**config.mk**
```make
export PLATFORM = sky130hd
export DESIGN_NAME = hazard_stall_ctrl_flat
export DESIGN_NICKNAME = d
export VERILOG_FILES = /design/src/rtl/hazard_stall_ctrl_if.sv /design/src/rtl/hazard_stall_ctrl.sv /design/src/flat_wrapper.sv
export SDC_FILE = /design/constraint.sdc
export NUM_CORES = 1
export LEC_CHECK = 0
export CAP_MARGIN = 20
export CELL_PAD_IN_SITES_DETAIL_PLACEMENT = 0
export CELL_PAD_IN_SITES_GLOBAL_PLACEMENT = 1
export CORE_AREA = 3 3 56 71
export CTS_BUF_LIST = sky130_fd_sc_hd__clkbuf_8
export CTS_CLUSTER_DIAMETER = 30
export CTS_CLUSTER_SIZE = 10
export DETAILED_ROUTE_END_ITERATION = 10
export DIE_AREA = 0 0 59 74
export HOLD_SLACK_MARGIN = 0.05
export PLACE_DENSITY_LB_ADDON = 0.1
export SKIP_CTS_REPAIR_TIMING = 1
export SLEW_MARGIN = 20
export SYNTH_ARGS = -nofsm -noshare
export SYNTH_HDL_FRONTEND = slang
export SYNTH_SLANG_ARGS = --single-unit
```
**constraint.sdc**
```tcl
create_clock -name clk_i -period 2.2 [get_ports clk_i]
set_input_delay 0.22 -clock clk_i [delete_from_list [all_inputs] [get_ports clk_i]]
set_output_delay 0.22 -clock clk_i [all_outputs]
set_load 0.01 [all_outputs]
```
**src/rtl/hazard_stall_ctrl_if.sv**
```systemverilog
// Hazard/stall control bundle between the pipeline datapath and hazard_stall_ctrl.
// master: pipeline side (drives hazard/handshake inputs, consumes controls).
// slave : hazard_stall_ctrl side.
interface hazard_stall_ctrl_if #(
  parameter int unsigned REG_W = 5,
  parameter int unsigned CNT_W = 16
);
  logic             ID_EX_MemRead_i;
  logic [REG_W-1:0] ID_EX_Rt_i;
  logic [REG_W-1:0] IF_ID_Rs_i;
  logic [REG_W-1:0] IF_ID_Rt_i;
  logic             branch_taken_i;
  logic             dmem_req_i;
  logic             dmem_ack_i;
  logic             PC_write_o;
  logic             IF_ID_write_o;
  logic             IF_ID_flush_o;
  logic             ID_EX_bubble_o;
  logic             freeze_o;
  logic             timeout_o;
  logic [CNT_W-1:0] stall_cnt_o;
  logic [CNT_W-1:0] wait_cnt_o;

  modport master (
    output ID_EX_MemRead_i, ID_EX_Rt_i, IF_ID_Rs_i, IF_ID_Rt_i,
           branch_taken_i, dmem_req_i, dmem_ack_i,
    input  PC_write_o, IF_ID_write_o, IF_ID_flush_o, ID_EX_bubble_o,
           freeze_o, timeout_o, stall_cnt_o, wait_cnt_o
  );

  modport slave (
    input  ID_EX_MemRead_i, ID_EX_Rt_i, IF_ID_Rs_i, IF_ID_Rt_i,
           branch_taken_i, dmem_req_i, dmem_ack_i,
    output PC_write_o, IF_ID_write_o, IF_ID_flush_o, ID_EX_bubble_o,
           freeze_o, timeout_o, stall_cnt_o, wait_cnt_o
  );
endinterface

```
**src/rtl/hazard_stall_ctrl.sv**
```systemverilog
// Pipeline sequencing controller for the 5-stage MIPS core.
// Arbitrates memory-wait freeze, load-use bubble and taken-branch flush
// (in that priority) and aborts memory waits after MEM_TIMEOUT cycles.
// Optional stall/wait performance counters: define HAZARD_STALL_PERF_EN.
module hazard_stall_ctrl #(
  parameter int unsigned REG_W       = 5,
  parameter int unsigned MEM_TIMEOUT = 16,
  parameter int unsigned CNT_W       = 16
) (
  input  logic                clk_i,
  input  logic                rst_i,
  hazard_stall_ctrl_if.slave  bus
);

  typedef enum logic {RUN, MEM_WAIT} state_e;

  localparam logic [7:0] WAIT_LAST = 8'(MEM_TIMEOUT - 1);

  state_e     state_q, state_d;
  logic [7:0] wait_q, wait_d;
  logic       timeout_q, timeout_d;

  logic load_use;
  logic mem_stall;
  logic pc_write, if_id_write, if_id_flush, id_ex_bubble;

  // Hazard detection and priority arbitration (combinational, zero latency)
  always_comb begin
    load_use = bus.ID_EX_MemRead_i && (bus.ID_EX_Rt_i != REG_W'(0)) &&
               ((bus.ID_EX_Rt_i == bus.IF_ID_Rs_i) || (bus.ID_EX_Rt_i == bus.IF_ID_Rt_i));
    mem_stall = (state_q == MEM_WAIT) ? !bus.dmem_ack_i
                                      : (bus.dmem_req_i && !bus.dmem_ack_i);
    pc_write     = 1'b1;
    if_id_write  = 1'b1;
    if_id_flush  = 1'b0;
    id_ex_bubble = 1'b0;
    if (mem_stall) begin
      pc_write    = 1'b0;
      if_id_write = 1'b0;
    end else if (load_use) begin
      pc_write     = 1'b0;
      if_id_write  = 1'b0;
      id_ex_bubble = 1'b1;
    end else if (bus.branch_taken_i) begin
      if_id_flush = 1'b1;
    end
  end

  assign bus.PC_write_o     = pc_write;
  assign bus.IF_ID_write_o  = if_id_write;
  assign bus.IF_ID_flush_o  = if_id_flush;
  assign bus.ID_EX_bubble_o = id_ex_bubble;
  assign bus.freeze_o       = mem_stall;
  assign bus.timeout_o      = timeout_q;

  // Memory-wait state machine next-state, wait counter and sticky timeout
  always_comb begin
    state_d   = state_q;
    wait_d    = wait_q;
    timeout_d = timeout_q;
    unique case (state_q)
      RUN: begin
        if (bus.dmem_req_i && !bus.dmem_ack_i) begin
          state_d = MEM_WAIT;
          wait_d  = 8'd1;
        end
      end
      MEM_WAIT: begin
        if (bus.dmem_ack_i) begin
          state_d = RUN;
          wait_d  = '0;
        end else if (wait_q == WAIT_LAST) begin
          state_d   = RUN;
          wait_d    = '0;
          timeout_d = 1'b1;
        end else begin
          wait_d = wait_q + 8'd1;
        end
      end
      default: begin
        state_d = RUN;
        wait_d  = '0;
      end
    endcase
  end

  // State register
  always_ff @(posedge clk_i or posedge rst_i) begin
    if (rst_i) begin
      state_q   <= RUN;
      wait_q    <= '0;
      timeout_q <= 1'b0;
    end else begin
      state_q   <= state_d;
      wait_q    <= wait_d;
      timeout_q <= timeout_d;
    end
  end

`ifdef HAZARD_STALL_PERF_EN
  logic [CNT_W-1:0] stall_cnt_q, stall_cnt_d;
  logic [CNT_W-1:0] wait_cnt_q,  wait_cnt_d;

  // Saturating counters of bubble cycles and frozen cycles
  always_comb begin
    stall_cnt_d = stall_cnt_q;
    wait_cnt_d  = wait_cnt_q;
    if (id_ex_bubble && (stall_cnt_q != '1)) stall_cnt_d = stall_cnt_q + CNT_W'(1);
    if (mem_stall    && (wait_cnt_q  != '1)) wait_cnt_d  = wait_cnt_q  + CNT_W'(1);
  end

  // Counter registers
  always_ff @(posedge clk_i or posedge rst_i) begin
    if (rst_i) begin
      stall_cnt_q <= '0;
      wait_cnt_q  <= '0;
    end else begin
      stall_cnt_q <= stall_cnt_d;
      wait_cnt_q  <= wait_cnt_d;
    end
  end

  assign bus.stall_cnt_o = stall_cnt_q;
  assign bus.wait_cnt_o  = wait_cnt_q;
`else
  assign bus.stall_cnt_o = CNT_W'(0);
  assign bus.wait_cnt_o  = CNT_W'(0);
`endif

endmodule

```
**src/flat_wrapper.sv**
```systemverilog
// flat-port wrapper written by rule: the top's interface ports become plain ports
module hazard_stall_ctrl_flat 
#(
  parameter int unsigned REG_W       = 5,
  parameter int unsigned MEM_TIMEOUT = 16,
  parameter int unsigned CNT_W       = 16
)
  (clk_i, rst_i, bus_ID_EX_MemRead_i, bus_ID_EX_Rt_i, bus_IF_ID_Rs_i, bus_IF_ID_Rt_i, bus_branch_taken_i, bus_dmem_req_i, bus_dmem_ack_i, bus_PC_write_o, bus_IF_ID_write_o, bus_IF_ID_flush_o, bus_ID_EX_bubble_o, bus_freeze_o, bus_timeout_o, bus_stall_cnt_o, bus_wait_cnt_o);
  hazard_stall_ctrl_if #(.REG_W(REG_W), .CNT_W(CNT_W)) bus_i ();
  input  logic clk_i;
  input  logic rst_i;
  input wire logic [$bits(bus_i.ID_EX_MemRead_i)-1:0] bus_ID_EX_MemRead_i;
  input wire logic [$bits(bus_i.ID_EX_Rt_i)-1:0] bus_ID_EX_Rt_i;
  input wire logic [$bits(bus_i.IF_ID_Rs_i)-1:0] bus_IF_ID_Rs_i;
  input wire logic [$bits(bus_i.IF_ID_Rt_i)-1:0] bus_IF_ID_Rt_i;
  input wire logic [$bits(bus_i.branch_taken_i)-1:0] bus_branch_taken_i;
  input wire logic [$bits(bus_i.dmem_req_i)-1:0] bus_dmem_req_i;
  input wire logic [$bits(bus_i.dmem_ack_i)-1:0] bus_dmem_ack_i;
  output wire logic [$bits(bus_i.PC_write_o)-1:0] bus_PC_write_o;
  output wire logic [$bits(bus_i.IF_ID_write_o)-1:0] bus_IF_ID_write_o;
  output wire logic [$bits(bus_i.IF_ID_flush_o)-1:0] bus_IF_ID_flush_o;
  output wire logic [$bits(bus_i.ID_EX_bubble_o)-1:0] bus_ID_EX_bubble_o;
  output wire logic [$bits(bus_i.freeze_o)-1:0] bus_freeze_o;
  output wire logic [$bits(bus_i.timeout_o)-1:0] bus_timeout_o;
  output wire logic [$bits(bus_i.stall_cnt_o)-1:0] bus_stall_cnt_o;
  output wire logic [$bits(bus_i.wait_cnt_o)-1:0] bus_wait_cnt_o;
  assign bus_i.ID_EX_MemRead_i = bus_ID_EX_MemRead_i;
  assign bus_i.ID_EX_Rt_i = bus_ID_EX_Rt_i;
  assign bus_i.IF_ID_Rs_i = bus_IF_ID_Rs_i;
  assign bus_i.IF_ID_Rt_i = bus_IF_ID_Rt_i;
  assign bus_i.branch_taken_i = bus_branch_taken_i;
  assign bus_i.dmem_req_i = bus_dmem_req_i;
  assign bus_i.dmem_ack_i = bus_dmem_ack_i;
  assign bus_PC_write_o = bus_i.PC_write_o;
  assign bus_IF_ID_write_o = bus_i.IF_ID_write_o;
  assign bus_IF_ID_flush_o = bus_i.IF_ID_flush_o;
  assign bus_ID_EX_bubble_o = bus_i.ID_EX_bubble_o;
  assign bus_freeze_o = bus_i.freeze_o;
  assign bus_timeout_o = bus_i.timeout_o;
  assign bus_stall_cnt_o = bus_i.stall_cnt_o;
  assign bus_wait_cnt_o = bus_i.wait_cnt_o;
  hazard_stall_ctrl #(.REG_W(REG_W), .MEM_TIMEOUT(MEM_TIMEOUT), .CNT_W(CNT_W)) u_core (.clk_i(clk_i), .rst_i(rst_i), .bus(bus_i));
endmodule
```
# After elaboration in Yosys (flattened, before gate mapping)
# Index checks and enable logic that the tools add are counted.
[word_totals]
reg_bits = 10
latchBits = 0
ramBits = 0
mem_bits_ro = 0
wordCells = 33
memories = 0
[classes]
addsub = 1
multipliers = 0
div = 0
n_lt_le_gt_ge = 0
n_eq_ne = 4
shift = 0
mux = 16
bitwise = 2
reduce_logical = 7
[op_table]
columns = ["operator", "count"]
rows = [
  ["two-way mux 8 bit", 3],
  ["case mux 8 bit (2 select lines)", 1],
  ["two-way mux 1 bit", 11],
  ["== test 5 bit", 2],
  ["adder 8 x 1 -> 8 bit (second input constant)", 1],
  ["== test 8 x 4 -> 1 bit (second input constant)", 1],
  ["nonzero test 5 bit", 1],
  ["logical AND 1 bit", 3],
  ["AND reduction 3 bit", 1],
  ["!= test 2 x 1 -> 1 bit (second input constant)", 1],
  ["inverter 1 bit", 2],
  ["case mux 1 bit (2 select lines)", 1],
  ["zero test 1 bit", 1],
  ["logical OR 1 bit", 1],
]

# Longest topological paths before layout
[depth]
word_depth = 5
depth_mapped = 5
ltp_nobuf = 5

# Worst setup path after synthesis
# Ideal clock, no wire load.
[synth_timing]
path_type = "in2out"
startpoint = "in bus_ID_EX_Rt_i[0]"
endpoint = "out bus_PC_write_o"
t_arrival_ps = 1350
required_time_ps = 1980
path_slack_ps = 630
stages = 4
path_buffers = 1
cell_sequence = "or4_1 > o21a_1 > a21oi_1 > buf_4"
[synth_between]
elab_chain_len = 5
[synth_lines]
columns = ["item", "line_no", "source"]
rows = [
  ["start, declared", "flat_wrapper.sv:13", "input wire logic [$bits(bus_i.ID_EX_Rt_i)-1:0] bus_ID_EX_Rt_i;"],
  ["== test 5 bit / nonzero test 5 bit (equally long branches)", "hazard_stall_ctrl.sv:30, hazard_stall_ctrl.sv:29", ""],
  ["logical OR 1 bit / logical AND 1 bit (equally long branches)", "hazard_stall_ctrl.sv:30, hazard_stall_ctrl.sv:29", ""],
  ["logical AND 1 bit (*)", "hazard_stall_ctrl.sv:29", "load_use = bus.ID_EX_MemRead_i && (bus.ID_EX_Rt_i != REG_W'(0)) &&"],
  ["two-way mux 1 bit (*) (2 in a row)", "--", ""],
  ["end, declared", "flat_wrapper.sv:19", "output wire logic [$bits(bus_i.PC_write_o)-1:0] bus_PC_write_o;"],
]
# Mark *: on every way between the ends. The rest lies on a longest branch, timed or not.

# Worst setup path after layout
[layout_timing]
startpoint = "in bus_ID_EX_Rt_i[0]"
endpoint = "out bus_IF_ID_write_o"
[layout_between]
elab_chain_len = 5
[layout_lines]
columns = ["item", "line_no", "source"]
rows = [
  ["== test 5 bit / nonzero test 5 bit (equally long branches)", "hazard_stall_ctrl.sv:30, hazard_stall_ctrl.sv:29", ""],
  ["logical OR 1 bit / logical AND 1 bit (equally long branches)", "hazard_stall_ctrl.sv:30, hazard_stall_ctrl.sv:29", ""],
  ["logical AND 1 bit (*)", "hazard_stall_ctrl.sv:29", ""],
  ["two-way mux 1 bit (*)", "hazard_stall_ctrl.sv:40", "end else if (load_use) begin"],
  ["two-way mux 1 bit (*)", "hazard_stall_ctrl.sv:37", "if (mem_stall) begin"],
  ["end, declared", "flat_wrapper.sv:20", "output wire logic [$bits(bus_i.IF_ID_write_o)-1:0] bus_IF_ID_write_o;"],
]
# Marked as above.

==> results.md <==
* Final Hold Slack at 0.2672 ns
* Syn-to-layout area delta at 28.23%
* Arrival time of the worst setup path at 1.77 ns
* RSZ-0062 raised after global routing: no
* Die height at 74 um
* N_diodes at 0
* Num CTS Buffers at 3
* CTS tree: built
* Clock slew at reported path FFs at 0.05 ns
* Post-DR vias/cell at 4.194
* Worst setup margin at 0.2106 ns
* CP cell instances: clkdlybuf4s50_1 > or4_1 > o21a_1 > a21oi_1 > dlymetal6s2s_1
* Synth top area cells: dfrtp_1 (28%), buf_4 (28%), xnor2_1 (11%)
* Reg area at 250.2 sq um
* Drt drc at 0
* I/O Buffers at 26
* Slowest library cell on the worst path: or4_1
* Overflow after GRT at 0
* Initial antenna violation count at 0
* Setup crit start kind: input pin
* CP required at 1.98 ns
* Net count, final at 160
* Sequential fraction of the synthesis area at 0.2782
* Register bit total from synthesis at 10
* First DRT Iteration DRCs at 16
* Final hold violation count at 0
* Run status: finished clean
* Ports at 59
* Max clock buf depth at 2
* Post-synth top area cell: dfrtp_1
* Cell Area, Synth at 899.6 sq um
* Share of the synthesized area in the top cell type at 0.2782
* Die area at 4366 sq um
* Antenna-violating nets left at 0
* Crit path launch: bus_ID_EX_Rt_i[0]
* Critical path type: input pin to output port
* Max capacitance violation total at 0
* Clock Tree Root: clkbuf_8
* Clock Latency Late Sink at 0.23 ns
* Share of layout cells above drive strength 1 at 0.05147
* Critical path capture point type: output port
* Leak at 0.5596 nW
* Final Skew at 0.0006544 ns
* Synthesized netlist cell count at 107
* Pwr Density at 485.3 nW/um^2
* TritonCTS Sinks at 10
* Core Area at 3423 sq um
* Slowest stage delay, CP at 0.55 ns
* Via count at 734
* Number of global-route vias before repair at 698
* Most instantiated cells after synthesis: buf_4 (33), xnor2_1 (11), dfrtp_1 (10)
* CP Max Fanout at 3
* Filler cell count at 386
* Pins Over Slew Limit at 0
* Final worst path period need at 1.989 ns
* Wire length of the first global-routing pass at 3.236 mm
* Post-synth EDFFs at 0
* All-Layer GR Usage at 0.09705
* Count leader, synth: buf_4
* Placer Congestion at 0.6833
* Ys Warns at 0
* R2R Path Start: u_core.wait_q[6]
* HPWL reported at the end of detailed placement at 1.735 mm
* Initial Utilization at 0.2628
* Fin util at 0.3370
* Worst Hold Class: input pin to asynchronous set/reset pin
* Async set-or-reset flop fraction in the synthesized netlist at 1.000
* Synth cell types at 26
* Largest net degree at the start of global routing at 11
* Ys flop type: dfrtp_1
* Achievable Freq at 502.7 MHz
* VDD IR max at 421.0 uV
* Multi-input gate area at 513.0 sq um
* Die W at 59 um
* Drt total wl at 2.119 mm
* Mapped Avg Cell Area at 8.408 sq um
* Initial DRT Pass Iterations at 4
* Post-Place Setup Slack at -0.1869 ns
* Routed wire per std cell at 12.11 um
* # rows at 24
* Setup-failing EPs final at 0
* H-tree depth at 1
* Tcrit/Tclk final at 0.9043
[state kept, by name, summed over array words and instances (netlist names)]
register and flops:
u_core.bus.timeout_o 1, u_core.wait_q 8, u_core.state_q 1
[critical path: cells and delay by family]
family,cells,cell delay [ns]
buffers and inverters,2,0.65
and+or+nand+nor,1,0.55
AOI/OAI and AO/OA,2,0.36
[where the power goes]
part / leakage [nW] / switching, mW / total (mW) / internal (mW)
clock: 0.0216 / 0.0690 / 0.189 / 0.120
combinational: 0.402 / 0.0811 / 0.160 / 0.0789
sequential: 0.136 / 0.0150 / 0.211 / 0.196
[cell usage in the layout, fill, tap and decap left out, types with 2 or more instances in the layout]
master,synthesis,final
buf_4,33,3
o21ai_0,5,5
clkdlybuf4s50_1,0,22
nand2_1,5,5
nand3_1,3,3
o2111ai_1,2,2
and3_1,3,3
xnor2_1,11,11
nor2b_1,2,2
conb_1,1,32
inv_1,2,2
nor2_1,9,9
clkbuf_8,0,3
dlymetal6s2s_1,0,4
xor2_1,4,4
dfrtp_1,10,10
a21oi_1,4,4
[path summary, 6_finish.rpt]
check | endpoint | slack (ns) | cells past startpoint
max | bus_IF_ID_write_o | 0.21 | 5
min | u_core.wait_q[0] | 0.27 | 2
max reg2reg | u_core.wait_q[4] | 0.80 | 4
min reg2reg | u_core.bus.timeout_o | 0.48 | 1
max in group asynchronous | u_core.wait_q[6] | 1.65 | 2
min in group clk_i | u_core.bus.timeout_o | 0.48 | 1
[per-stage QoR]
step / std cells / setup TNS (ns) / total power [mW] / cell area [sq um]
finish: 175 / 0 / 0.5599 / 1154
global route: 175 / 0 / 0.5948 / 1154
CTS: 175 / -0.6417 / 0.5645 / 1137
detailed placement: 172 / -0.6156 / 0.3727 / 1096
global placement: 172 / -0.5648 / 0.3720 / 1096
floorplan: 138 / 0 / 0.3423 / 1016
[logic make-up after synthesis]
logic type / synth area share
other: 0.004168
muxes: 0.01113
DFF: 0.2782
adders and majority gates: 0.01391
AOI/OAI and AO/OA: 0.1099
buffers and inverters: 0.2879
and+or+nand+nor: 0.1488
xor gates and xnor gates: 0.1460
[final cells by class]
type,instances,area share
well taps,39,0.04230
repair buffers,29,0.2538
flip-flops and latches,10,0.2169
clock buffers,3,0.03579
inverters,2,0.006508
multi-input cells,92,0.4447
[routing by layer]
layer	share of wire	GRT usage	vias up
li1	-	-	350
met1	0.40	0.1146	344
met2	0.50	0.1720	38
met3	0.089	0.02257	2
met4	0.0090	0.03023	0
met5	0	0	-
Power figures use the tool's default switching activity.
